File: src/rtl/mac_accum.sv
// mac_accum: LEN-term unsigned dot product onto a bias, with a registered multiply and valid/ready streams.
// Define MAC_ACCUM_SAT_EN to saturate the accumulator and expose a sticky ovf flag; otherwise it wraps.
module mac_accum #(
  parameter int DATA_W = 8,
  parameter int BIAS_W = 8,
  parameter int ACC_W  = 24,
  parameter int LEN    = 16
) (
  input  logic              clk,
  input  logic              rst_n,
  input  logic              start,
  input  logic [BIAS_W-1:0] b,
  input  logic              in_valid,
  output logic              in_ready,
  input  logic [DATA_W-1:0] in,
  input  logic [DATA_W-1:0] w,
  output logic              out_valid,
  input  logic              out_ready,
  output logic [ACC_W-1:0]  out,
  output logic              busy
`ifdef MAC_ACCUM_SAT_EN
  ,
  output logic              ovf
`endif
);
  localparam int CW = $clog2(LEN + 1);
  typedef enum logic [1:0] {IDLE, ACCUM, DRAIN, DONE} state_t;
  state_t state_q, state_d;
  logic [ACC_W-1:0] acc, acc_nx;
  logic [2*DATA_W-1:0] prod;
  logic [CW-1:0] cnt;
  logic pvld, beat, last;
  assign in_ready = state_q == ACCUM;
  assign busy = state_q != IDLE;
  assign beat = in_valid && in_ready;
  assign last = cnt == CW'(LEN - 1);
`ifdef MAC_ACCUM_SAT_EN
  logic [ACC_W:0] sum;
  assign sum = {1'b0, acc} + (ACC_W + 1)'(prod);
  assign acc_nx = sum[ACC_W] ? '1 : sum[ACC_W-1:0];
`else
  assign acc_nx = acc + ACC_W'(prod);
`endif
  always_comb begin
    state_d = state_q;
    case (state_q)
      IDLE:    state_d = start ? ACCUM : IDLE;
      ACCUM:   state_d = (beat && last) ? DRAIN : ACCUM;
      DRAIN:   state_d = DONE;
      default: state_d = (out_valid && out_ready) ? IDLE : DONE;
    endcase
  end
  // out is its own register so it survives the bias load of the next start
  always_ff @(posedge clk or negedge rst_n) begin
    if (!rst_n) begin
      state_q   <= IDLE;
      acc       <= '0;
      prod      <= '0;
      cnt       <= '0;
      pvld      <= 1'b0;
      out_valid <= 1'b0;
      out       <= '0;
`ifdef MAC_ACCUM_SAT_EN
      ovf       <= 1'b0;
`endif
    end else begin
      state_q <= state_d;
      pvld    <= beat;
      if (state_q == IDLE && start) begin
        acc <= ACC_W'(b);
        cnt <= '0;
`ifdef MAC_ACCUM_SAT_EN
        ovf <= 1'b0;
`endif
      end else if (pvld) begin
        acc <= acc_nx;
`ifdef MAC_ACCUM_SAT_EN
        if (sum[ACC_W]) ovf <= 1'b1;
`endif
      end
      if (beat) begin
        prod <= (2*DATA_W)'(in) * (2*DATA_W)'(w);
        cnt  <= cnt + 1'b1;
      end
      if (state_q == DONE && !out_valid) begin
        out_valid <= 1'b1;
        out       <= acc;
      end else if (out_valid && out_ready) begin
        out_valid <= 1'b0;
      end
    end
  end
endmodule
File: config.mk
export PLATFORM = sky130hd
export DESIGN_NAME = mac_accum
export DESIGN_NICKNAME = d
export VERILOG_FILES = /design/src/rtl/mac_accum.sv
export SDC_FILE = /design/constraint.sdc
export NUM_CORES = 1
export LEC_CHECK = 0
export CORE_MARGIN = 2
export CORE_UTILIZATION = 50
export DETAILED_ROUTE_END_ITERATION = 16
export GPL_TIMING_DRIVEN = 1
export PLACE_DENSITY = 0.68
export SETUP_SLACK_MARGIN = 0.05
export SYNTH_ARGS = -nofsm -noshare
export SYNTH_HDL_FRONTEND = slang
export SYNTH_SLANG_ARGS = --single-unit
export TNS_END_PERCENT = 10
File: constraint.sdc
create_clock -name clk -period 3.31 [get_ports clk]
set_input_delay 0.662 -clock clk [delete_from_list [all_inputs] [get_ports clk]]
set_output_delay 0.662 -clock clk [all_outputs]
set_load 0.01 [all_outputs]
==> flow_summary_export.csv <==
group,metric,value,unit
outcome,status,"finished, violations left",
outcome,violations,"negative setup slack",
die,fp.coreArea,11470,um2
setup_path,path_common_cell,"fa_1",
setup_path,worstRegToRegCells,9,
layout,final-instance-count-excl-fill,877,
layout,nFillCells,922,
power_and_ir_drop,power_frac_clock,17.4,%
layout,nets,849,
sta,whs,0.4567,ns
grt,track_usage,22.37,%
sta,skew,0.01121,ns
route,vias_per_cell,5.389,
route,drcViolationCount,0,
setup_path,crit_fanout,6,
power_and_ir_drop,p_int,3.806,mW
synthesis,synth_edf_count,0,
die,die_area,12730,um2
clock_network,cts_buffers,9,
power_and_ir_drop,p_leak,3.606,nW
clock_network,clk_pin_slew_worst_paths,0.06,ns
sta,fin_crit,3.921,ns
layout,antennaDiodeCount,0,
hold_path,hold_path.class,"primary input to async pin",
power_and_ir_drop,seqPwrFrac,23.9,%
route,ant_nets,0,
setup_path,regToRegStartpoint,"acc[0]",
sta,grt_setup_unrepaired,"true",
grt,grt_antenna_before_repair,0,
clock_network,insertion_delay,0.34,ns
synthesis,syn_area_per_cell,9.456,um2
die,num_rows,39,
grt,grt_pass1_vias,4960,
sta,fmax,255.0,MHz
power_and_ir_drop,vdd.ir_drop.worst,436.5,uV
power_and_ir_drop,p_per_area,860.6,nW/um2
route,drtIter0Drc,210,
place,gp_congestion,0.9112,
route,wire_per_inst,15.14,um
sta,maxSlewViolCount,0,
clock_network,clock_sinks,73,
setup_path,cp.required,3.52,ns
die,initial_core_util,51.62,%
route,wl,13.28,mm
synthesis,syn_inst,626,
job,cap_violations,0,
synthesis,yosys_warnings,0,
clock_network,h-tree-depth,3,
setup_path,r2r_slack,0.86,ns
synthesis,ys_types,53,
setup_path,max_stage_delay,0.53,ns
place,portBuffers,55,
sta,post-route-period-util,118.5,%
synthesis,ys_seq_area_share,30.86,%
synthesis,ys_async_sr_fraction,100.0,%
synthesis,syn_nets,746,
power_and_ir_drop,power_switching,2.619,mW
layout,regArea,1827,um2
setup_path,reg2reg_to,"acc[20]",
place,dp_cells,860,
layout,multi_input_area,3990,um2
die,ios,56,
route,drtPass1Iterations,4,
sta,finalHoldViolCount,0,
place,dpl.hpwl,10.42,mm
die,die-width,112.8,um
synthesis,synth_flop_cell,"dfrtp_1",
grt,grt_overflow_total,0,
route,vias,4726,
sta,setup_ws,-0.6113,ns
power_and_ir_drop,swShare,40.76,%
clock_network,postCtsHoldBufs,0,
sta,max-slew-margin-rel,39.53,%
sta,setup_violations,10,
synthesis,netlist_area,5919,um2
grt,grt_max_degree,74,
clock_network,clock-root-buffer,"clkbuf_16",
grt,grt_pass1_wl,22.95,mm
layout,syn_to_final_growth,26.13,%
clock_network,cts_tree,"built",
synthesis,ys_seq_elements,73,
setup_path,worst-setup-path-type,"primary input to register",
power_and_ir_drop,p_comb_share,58.7,%
setup_path,cp_data_arrival_time,4.13,ns
layout,drive_above_1_share,20.98,%
clock_network,cts_max_path_buffers,2,
setup_path,path_cells,"buf_2 > buf_4 > and2_1 > fa_1 > fa_1 > fa_1 > fa_1 > ha_4 > or3_4 > o2111ai_2 > mux2i_1 > o311ai_1",
setup_path,endpoint_kind,"register",
setup_path,startpoint_type,"primary input",
setup_path,cp_slowest_cell,"fa_1",
die,dieHeight,112.8,um
sta,tightest_slew,0.9070,ns
[power by group through the flow]
stage                     sequential [mW]  combinational [mW]  clock [mW]
after global placement               1.53                3.50           0
after CTS                            1.54                3.73        1.14
after detailed placement             1.55                3.59           0
after global routing                 1.59                4.24        1.18
final                                1.53                3.77        1.12
after floorplan                      1.51                2.50           0
[cells in the mapped netlist, types with 4 or more instances]
library cell  number  area, um2
nor3_1             8      40.04
nor2b_1            7      43.79
nand3_1           14      70.07
a31oi_1            8      50.05
nor2_1            29      108.9
o21ai_0           41      205.2
xor2_1            10      87.58
nor4_1             4      25.02
or3_1              5      31.28
ha_1              54      675.7
dfrtp_1           73       1827
a21o_1             8      60.06
and3_1             6      37.54
mux2_2            25      281.5
a21oi_1           24      120.1
and2_1            45      281.5
o31ai_1            4      30.03
xnor2_1            4      35.03
nand2b_1           5      31.28
a211oi_1           5      37.54
nand2_1           77      289.0
fa_1              37      740.7
clkbuf_1          12      45.04
inv_1             60      225.2
mux2i_1           10      100.1
a41o_1             4      40.04
o21a_1             5      37.54
[layer usage]
layer  track usage [%]  vias up  part of all wire [%]
li1                  -     2364                     -
met4             7.317        0                   2.3
met1             26.59     2259                    44
met3             4.392       23                   2.9
met2             40.60       80                    51
met5                 0        -                     0
[registers in the layout (all words and copies together), names as in the netlist]
register,flops
acc,24
out,24
prod,16
cnt,5
state_q,2
out_valid,1
pvld,1
[critical path: cells and delay by family]
kind,cells,cell delay [ns]
AO/OA/AOI/OAI,2,0.32
multiplexers,1,0.22
AND/OR/NAND/NOR,2,0.52
buffers and inverters,2,0.29
adder cells (fa/ha/maj),5,2.13
[through the flow]
step | TNS [ns] | power (mW) | setup WS, ns | area (um2) | util, %
finish | -4.373 | 6.425 | -0.6113 | 7466 | 65.11
global route | -5.930 | 7.007 | -0.7768 | 7466 | 65.11
CTS | -4.406 | 6.410 | -0.5865 | 7437 | 64.86
detailed placement | -14.82 | 5.135 | -1.587 | 7018 | 61.20
global placement | -13.97 | 5.031 | -1.509 | 7018 | 61.20
floorplan | -5.348 | 4.014 | -0.7059 | 5971 | -
[placed cells by master, fill, tap and decap left out, types with 29 or more instances in the layout]
cell,n
dfrtp_1,73
nand2_1,72
inv_1,57
buf_4,57
ha_1,49
and2_1,39
clkdlybuf4s50_1,38
o21ai_0,34
fa_1,33
nor2_1,29
[cell families (layout without fill, tap and decap cells)]
kind of cell / Yosys count / in the layout / share of synthesized area [%]
XOR/XNOR: 14 / 14 / 2.071
AND/OR/NAND/NOR: 210 / 210 / 17.50
adder cells (fa/ha/maj): 91 / 91 / 23.93
multiplexers: 35 / 35 / 6.447
AO/OA/AOI/OAI: 129 / 129 / 14.46
buffers and inverters: 74 / 182 / 4.735
flip-flops: 73 / 73 / 30.86
[worst max-delay path by stage]
stage	slack, ns	cells after the start	end	startpoint
6_report	-0.61	12	prod[13]	w[4]
5_1_grt	-0.78	16	prod[15]	in[4]
4_1_cts	-0.59	11	prod[13]	in[7]
3_5_place_dp	-1.59	16	prod[14]	w[6]
3_3_place_gp	-1.51	16	prod[14]	w[6]
2_1_floorplan	-0.71	15	prod[12]	in[5]
[cell type report]
type                    instances  area share (%)
repair buffers                106           12.05
inverters                      60           3.017
multi-input cells             479           53.44
clock inverters                 6           1.559
flip-flops and latches         73           24.47
clock buffers                  10           3.067
well taps                     143           2.397
[repair_timing]
item                       4_1_cts  5_1_grt
gates resized for setup         92       12
setup buffers                    1        0
setup endpoints to repair       12       11
pin swaps                       20        2
Note: power is estimated with default switching activity, not from simulation.
